File: src/rtl/l2_line_adaptor_if.sv
// Cache-side and memory-side signal bundle for the L2 line adaptor.
// The slave modport is the adaptor's view; the master modport drives it.
interface l2_line_adaptor_if #(
  parameter int s_offset = 5,
  parameter int s_beat   = 64
);
  localparam int s_line = 8 * (2 ** s_offset);

  logic              read_i;
  logic              write_i;
  logic [31:0]       address_i;
  logic [s_line-1:0] line_i;
  logic [s_line-1:0] line_o;
  logic              resp_o;
  logic              read_o;
  logic              write_o;
  logic [31:0]       address_o;
  logic [s_beat-1:0] burst_i;
  logic [s_beat-1:0] burst_o;
  logic              resp_i;

  modport slave (
    input  read_i, write_i, address_i, line_i, burst_i, resp_i,
    output line_o, resp_o, read_o, write_o, address_o, burst_o
  );

  modport master (
    output read_i, write_i, address_i, line_i, burst_i, resp_i,
    input  line_o, resp_o, read_o, write_o, address_o, burst_o
  );
endinterface

File: src/rtl/l2_line_adaptor.sv
// Converts whole-line cache fill/writeback requests into NB-beat memory bursts.
// All outputs are registered from the next-state values so none depend combinationally on inputs.
module l2_line_adaptor #(
  parameter int s_offset = 5,
  parameter int s_beat   = 64
) (
  input  logic              clk,
  input  logic              rst,
  l2_line_adaptor_if.slave  bus
);
  localparam int s_line = 8 * (2 ** s_offset);
  localparam int nb     = s_line / s_beat;
  localparam int cnt_w  = $clog2(nb);

  typedef enum logic [1:0] {
    IDLE  = 2'd0,
    READ  = 2'd1,
    WRITE = 2'd2,
    DONE  = 2'd3
  } state_t;

  state_t               state_r, state_s;
  logic [cnt_w-1:0]     cnt_r, cnt_s;
  logic [31-s_offset:0] addr_r, addr_s;
  logic [s_line-1:0]    wline_r, wline_s;
  logic [s_line-1:0]    fill_r, fill_s;

  logic                 read_r, read_s;
  logic                 write_r, write_s;
  logic                 resp_r, resp_s;
  logic [31:0]          address_r, address_s;
  logic [s_beat-1:0]    burst_r, burst_s;

  logic                 last_beat_s;
  logic                 addr_unused_s;

  assign last_beat_s   = (cnt_r == cnt_w'(nb - 1));
  assign addr_unused_s = ^bus.address_i[s_offset-1:0];

  // Next-state, counter, latched request and fill-line assembly.
  always_comb begin
    state_s = state_r;
    cnt_s   = cnt_r;
    addr_s  = addr_r;
    wline_s = wline_r;
    fill_s  = fill_r;
    case (state_r)
      IDLE: begin
        if (bus.write_i) begin
          state_s = WRITE;
          addr_s  = bus.address_i[31:s_offset];
          wline_s = bus.line_i;
          cnt_s   = {cnt_w{1'b0}};
        end else if (bus.read_i) begin
          state_s = READ;
          addr_s  = bus.address_i[31:s_offset];
          cnt_s   = {cnt_w{1'b0}};
        end else begin
          state_s = IDLE;
        end
      end
      READ: begin
        if (bus.resp_i) begin
          fill_s[cnt_r*s_beat +: s_beat] = bus.burst_i;
          cnt_s = cnt_r + cnt_w'(1'b1);
          if (last_beat_s) begin
            state_s = DONE;
          end else begin
            state_s = READ;
          end
        end else begin
          state_s = READ;
        end
      end
      WRITE: begin
        if (bus.resp_i) begin
          cnt_s = cnt_r + cnt_w'(1'b1);
          if (last_beat_s) begin
            state_s = DONE;
          end else begin
            state_s = WRITE;
          end
        end else begin
          state_s = WRITE;
        end
      end
      DONE: begin
        state_s = IDLE;
      end
      default: begin
        state_s = IDLE;
      end
    endcase
  end

  // Output values for the upcoming state; registered below.
  always_comb begin
    read_s    = (state_s == READ);
    write_s   = (state_s == WRITE);
    resp_s    = (state_s == DONE);
    address_s = 32'd0;
    burst_s   = {s_beat{1'b0}};
    if ((state_s == READ) || (state_s == WRITE)) begin
      address_s = {addr_s, {s_offset{1'b0}}};
    end else begin
      address_s = 32'd0;
    end
    if (state_s == WRITE) begin
      burst_s = wline_s[cnt_s*s_beat +: s_beat];
    end else begin
      burst_s = {s_beat{1'b0}};
    end
  end

  // State, datapath and output registers with synchronous reset.
  always_ff @(posedge clk) begin
    if (rst) begin
      state_r   <= IDLE;
      cnt_r     <= {cnt_w{1'b0}};
      addr_r    <= {(32 - s_offset){1'b0}};
      wline_r   <= {s_line{1'b0}};
      fill_r    <= {s_line{1'b0}};
      read_r    <= 1'b0;
      write_r   <= 1'b0;
      resp_r    <= 1'b0;
      address_r <= 32'd0;
      burst_r   <= {s_beat{1'b0}};
    end else begin
      state_r   <= state_s;
      cnt_r     <= cnt_s;
      addr_r    <= addr_s;
      wline_r   <= wline_s;
      fill_r    <= fill_s;
      read_r    <= read_s;
      write_r   <= write_s;
      resp_r    <= resp_s;
      address_r <= address_s;
      burst_r   <= burst_s;
    end
  end

  assign bus.line_o    = fill_r;
  assign bus.read_o    = read_r;
  assign bus.write_o   = write_r;
  assign bus.resp_o    = resp_r;
  assign bus.address_o = address_r;
  assign bus.burst_o   = burst_r;
endmodule

File: src/flat_wrapper.sv
// flat-port wrapper written by rule: the top's interface ports become plain ports
module l2_line_adaptor_flat 
#(
  parameter int s_offset = 5,
  parameter int s_beat   = 64
)
  (clk, rst, bus_read_i, bus_write_i, bus_address_i, bus_line_i, bus_burst_i, bus_resp_i, bus_line_o, bus_resp_o, bus_read_o, bus_write_o, bus_address_o, bus_burst_o);
  l2_line_adaptor_if #(.s_offset(s_offset), .s_beat(s_beat)) bus_i ();
  input  logic clk;
  input  logic rst;
  input wire logic [$bits(bus_i.read_i)-1:0] bus_read_i;
  input wire logic [$bits(bus_i.write_i)-1:0] bus_write_i;
  input wire logic [$bits(bus_i.address_i)-1:0] bus_address_i;
  input wire logic [$bits(bus_i.line_i)-1:0] bus_line_i;
  input wire logic [$bits(bus_i.burst_i)-1:0] bus_burst_i;
  input wire logic [$bits(bus_i.resp_i)-1:0] bus_resp_i;
  output wire logic [$bits(bus_i.line_o)-1:0] bus_line_o;
  output wire logic [$bits(bus_i.resp_o)-1:0] bus_resp_o;
  output wire logic [$bits(bus_i.read_o)-1:0] bus_read_o;
  output wire logic [$bits(bus_i.write_o)-1:0] bus_write_o;
  output wire logic [$bits(bus_i.address_o)-1:0] bus_address_o;
  output wire logic [$bits(bus_i.burst_o)-1:0] bus_burst_o;
  assign bus_i.read_i = bus_read_i;
  assign bus_i.write_i = bus_write_i;
  assign bus_i.address_i = bus_address_i;
  assign bus_i.line_i = bus_line_i;
  assign bus_i.burst_i = bus_burst_i;
  assign bus_i.resp_i = bus_resp_i;
  assign bus_line_o = bus_i.line_o;
  assign bus_resp_o = bus_i.resp_o;
  assign bus_read_o = bus_i.read_o;
  assign bus_write_o = bus_i.write_o;
  assign bus_address_o = bus_i.address_o;
  assign bus_burst_o = bus_i.burst_o;
  l2_line_adaptor #(.s_offset(s_offset), .s_beat(s_beat)) u_core (.clk(clk), .rst(rst), .bus(bus_i));
endmodule
File: config.mk
export PLATFORM = sky130hd
export DESIGN_NAME = l2_line_adaptor_flat
export DESIGN_NICKNAME = d
export VERILOG_FILES = /design/src/rtl/l2_line_adaptor_if.sv /design/src/rtl/l2_line_adaptor.sv /design/src/flat_wrapper.sv
export SDC_FILE = /design/constraint.sdc
export NUM_CORES = 1
export LEC_CHECK = 0
export ABC_CLOCK_PERIOD_IN_PS = 2120
export BUFFER_PORTS_ARGS = -buffer_cell sky130_fd_sc_hd__buf_2
export CAP_MARGIN = 20
export CORE_AREA = 2 2 277 279
export DETAILED_ROUTE_END_ITERATION = 10
export DIE_AREA = 0 0 279 281
export GPL_TIMING_DRIVEN = 1
export HOLD_SLACK_MARGIN = 0.03
export PLACE_DENSITY = 0.55
export SKIP_LAST_GASP = 1
export SYNTH_ARGS = -nofsm -noshare
export SYNTH_HDL_FRONTEND = slang
export SYNTH_SLANG_ARGS = --single-unit
File: constraint.sdc
create_clock -name clk -period 2.12 [get_ports clk]
set_input_delay 0.424 -clock clk [delete_from_list [all_inputs] [get_ports clk]]
set_output_delay 0.424 -clock clk [all_outputs]
set_load 0.05 [all_outputs]
Word-level counts from Yosys, hierarchy flattened

Index checks and enable logic that the tools add are counted.

Shift operators: 3
Multiplexer cells: 17
Eq/ne operators: 7
Reductions and logical operators: 6
Bitwise operators: 2
Add/sub/neg operators: 2

Operator list:

| kind                        | number |
|---|---|
| $mux W256                   | 2 |
| $bwmux W256                 | 1 |
| $shift A64 B34 Y256 const A | 1 |
| $shiftx A256 B9 Y64         | 1 |
| $shiftx A64 B34 Y256        | 1 |
| $mux W27                    | 3 |
| $neg A8 Y34                 | 1 |
| $mux W2                     | 6 |
| $eq A2 B2 Y1 const B        | 5 |
| $pmux W2 S4                 | 1 |
| $reduce_or A2 Y1            | 3 |
| $eq A2 B1 Y1 const B        | 2 |
| $pmux W2 S2                 | 1 |
| $mux W1                     | 3 |
| $add A2 B1 Y2 const B       | 1 |
| $logic_not A2 Y1            | 1 |
| $not A1 Y1                  | 2 |
| $reduce_and A2 Y1           | 1 |
| $logic_or A1 B1 Y1          | 1 |

Word-level logic and storage cells: 48
Register bits: 642
Bits of input ports: 357

Logic depth before layout (Yosys ltp)

Depth after elaboration: 8
Depth in mapped cells: 12
Depth with buffers taken out: 9

Worst setup path after synthesis

No wires, ideal clock.

Path type: reg2reg
Start: register u_core.state_r[0]
End: register u_core.burst_r[10] (netlist: u_core.bus.burst_o[10])
Data arrival time: 2.194 ns
Slack: -0.192 ns
Required time: 2.003 ns
Clock period less this slack: 2.312 ns
Library setup time: 0.117 ns
Cell stages (with the launch flop): 13
Cells stage by stage: dfxtp_1 > inv_1 > ha_1 > buf_2 > a311o_1 > o21ai_0 > inv_1 > ha_1 > nor2b_1 > and2_1 > buf_2 > buf_1 > a32o_1

Cells in the longest elaborated chain, start to end: 5
Elaborated cells between the ends (all ways): 12

RTL lines:

| item                                       | RTL line               | text |
|---|---|---|
| start, declared                            | l2_line_adaptor.sv:22  | `state_t state_r, state_s;` |
| start signal, assigned                     | l2_line_adaptor.sv:129 | `state_r <= state_s;` |
| $eq A2 B2 Y1, or another cell as far along | l2_line_adaptor.sv:47  | `case (state_r)` |
| $pmux W2 S4 (*)                            | l2_line_adaptor.sv:47  |  |
| net u_core.state_s[1]                      | l2_line_adaptor.sv:22  |  |
| $eq A2 B2 Y1 (*)                           | -                      |  |
| net u_core.write_s                         | l2_line_adaptor.sv:29  | `logic write_r, write_s;` |
| $not A1 Y1 (no line) (*)                   | -                      |  |
| $reduce_or A2 Y1 (no line) (*)             | -                      |  |
| end signal, assigned                       | l2_line_adaptor.sv:127 | `burst_r <= {s_beat{1'b0}};` |
| end signal, assigned                       | l2_line_adaptor.sv:138 | `burst_r <= burst_s;` |
| end, declared                              | l2_line_adaptor.sv:32  | `logic [s_beat-1:0] burst_r, burst_s;` |

Mark *: on every way through the listed nets, which the timed path passes. The rest lies on a longest branch.
A chain may end at the register's enable or synchronous reset.

Worst setup path in the final report

Start: register u_core.state_r[1]
End: register u_core.burst_r[5] (netlist: u_core.bus.burst_o[5])

The elaborated chain is that of the path after synthesis.

==> run summary <==
Setup WS post-layout: -83.2 ps
Slew Viols, Final: 0
minimum clock period after layout: 2200 ps
placed insts: 3890
Die Width: 279 um
Cell Pwr Density: 940 nW/um^2
share of post-route cells with drive strength above 1: 0.320
maximum clock path buffer count: 3
row count: 101
Distinct cells, synth: 30
Fillers: 7483
total CTS buffers: 70
non-filler cells, final: 4051
Fmax: 454 MHz
first-pass GRT wire length: 112000 um
RSZ-0062 raised after global routing: true
fin nets: 3390
largest net degree at the start of global routing: 121
Iter 0 DRT Violations: 1060
GRT Resource Usage Total: 0.183
Async SR Flop Fraction: 0
commonest non-fill, non-tap cells in the layout: 700 x buf_2, 634 x dfxtp_1, 517 x nor2_1
skew final: 18.0 ps
Mapped Area: 22800 um^2
Final TNS setup: -2250 ps
via count: 19311
Tcrit/Tclk final: 1.04
crit end category: flip-flop
final WL: 77800 um
Core Footprint: 75400 um^2
gpl congestion: 0.808
hold crit path type: input pin to flip-flop
Peak VDD IR: 569 uV
DRC: 0
root buf cell: clkbuf_16
H-tree levels: 3
Worst-Skew Late Latency: 600 ps
register area share after synthesis: 0.560
top-level port count: 712
area grow syn2layout: 36.6%
Die ar.: 78400 um^2
final hold violations: 0
most area-consuming cells after synthesis: dfxtp_1 56%, mux2i_1 14%, nor2_1 8.5%
clock sinks: 637
Final ANT Viol Nets: 0
CTS tree: built
DIE HEIGHT: 281 um
Tightest Pin Transition: 623 ps
most common cell after layout, fill and taps aside: buf_2
Post-synth EDFFs: 0
gr ovfl total: 0
Yosys warnings: 0
Initial Utilization: 0.302
crit path kind: flip-flop to flip-flop
Syn Inst Count: 2273
P_leak: 0.0152 uW
Synth Area per Inst: 10.0 um^2
DR pass1 iterations: 6
Place WS: -87.2 ps
Rel. slew slack: 0.585
hpwl dp: 52900 um
Seq cells post-synth: 637
share of the synthesized area in the top cell type: 0.560
Critical Path Fanout Max: 7
critical path arrival: 2680 ps
ys flop type: dfxtp_1
Setup Viol. Count Final: 63
initial antenna violation count: 14
Startpoint Class: flip-flop
status: finished, violations left
dominant cell type by area after synthesis: dfxtp_1
failing checks: negative setup slack
wire per inst: 19.2 um
Worst Path Required: 2600 ps
max_cap viols: 0
vias in the first global route: 18815
Clk pin slew, worst setup/hold paths: 60 ps
Via density: 4.77
Port Buffer Count: 701
## logic make-up (layout without fill, tap and decap cells)
| logic type | Yosys count | count (layout) | synth area share |
|---|---|---|---|
| buffers and inverters | 200 | 990 | 0.0417 |
| AND/OR/NAND/NOR | 744 | 744 | 0.128 |
| flip-flops | 637 | 637 | 0.560 |
| AO/OA/AOI/OAI | 358 | 358 | 0.122 |
| multiplexers | 320 | 320 | 0.141 |
| adder cells (fa/ha/maj) | 13 | 13 | 0.00714 |
| other | 1 | 11 | 0.000165 |
## path summary, 6_finish.rpt
check | start | endpoint | slack [ps] | cells past startpoint
setup / recovery | u_core.state_r[1] | u_core.bus.burst_o[5] | -80 | 11
hold reg to reg | u_core.addr_r[14] | u_core.addr_r[14] | 450 | 2
setup reg to reg | u_core.state_r[1] | u_core.bus.burst_o[5] | -80 | 11
hold / removal | bus_line_i[50] | u_core.wline_r[50] | 80 | 3
## repair_timing
| action | 4_1_cts | 5_1_grt |
|---|---|---|
| setup buffers | 2 | 6 |
| gates resized for setup | 3 | 24 |
| endpoints found under the setup margin | 64 | 212 |
| hold buffers | 16 | 0 |
| hold endpoints to repair | 16 | 0 |
| pin swaps | 0 | 32 |
| gates cloned | 1 | 11 |
## registers in the layout, summed over array words and instances (netlist names)
name,flops
u_core.bus.line_o,256
u_core.wline_r,256
u_core.bus.burst_o,64
u_core.addr_r,27
u_core.bus.address_o,27
u_core.cnt_r,2
u_core.state_r,2
u_core.bus.read_o,1
u_core.bus.resp_o,1
u_core.bus.write_o,1
## synthesized netlist by cell type (all sizes together), types with 2 or more instances
cell type and count:
dfxtp 637, a21oi 27, mux2i 320, inv 8, nor2 518, nor2b 31, nand3 4, a22oi 257
ha 13, buf 88, o21ai 4, nand2 183, a22o 2, nor4b 3, clkbuf 104, a31oi 2
a32o 64
## area by class of cell
class / instances / area (um^2) / share of cell area
diodes: 6 / 15.0 / 0.000483
clock buffers: 99 / 2020 / 0.0650
clock inverters: 20 / 251 / 0.00809
inverters: 8 / 32.5 / 0.00105
multi-input cells: 1440 / 9250 / 0.297
flip-flops and latches: 637 / 12800 / 0.410
well taps: 978 / 1220 / 0.0393
repair buffers: 863 / 5550 / 0.178
## report_power, final
part	switching (uW)	internal, uW	total [uW]	leakage [uW]
registers	172	12600	12700	0.00519
clock network	5060	7060	12100	0.00112
logic	2640	1750	4390	0.00892
## routing by layer
metal | GRT usage | wire length (um)
met1 | 0.225 | 32600
met2 | 0.303 | 36600
met3 | 0.0547 | 6150
met4 | 0.0691 | 2360
met5 | 0 | 93
## critical path: stages, from the launching register on
cell and delay (ps):
dfxtp_4 360, inv_4 50, ha_4 150, a311o_1 360, o21ai_2 80, inv_2 70
ha_4 160, nor2b_4 120, and2_4 180, buf_12 150, clkbuf_16 180, a32o_1 210
## metrics by stage
stage / instance area, um^2 / hold WS [ps] / util / power [uW]
after CTS: 30700 / 30.2 / 0.407 / 29500
after detailed placement: 28200 / 446 / 0.374 / 17300
final: 31100 / 80.0 / 0.412 / 29200
after global placement: 28200 / 441 / 0.374 / 17200
after global routing: 31100 / 59.8 / 0.412 / 30500
after floorplan: 22900 / 434 / - / 15600
No activity file was read; power rests on OpenSTA's default activity.
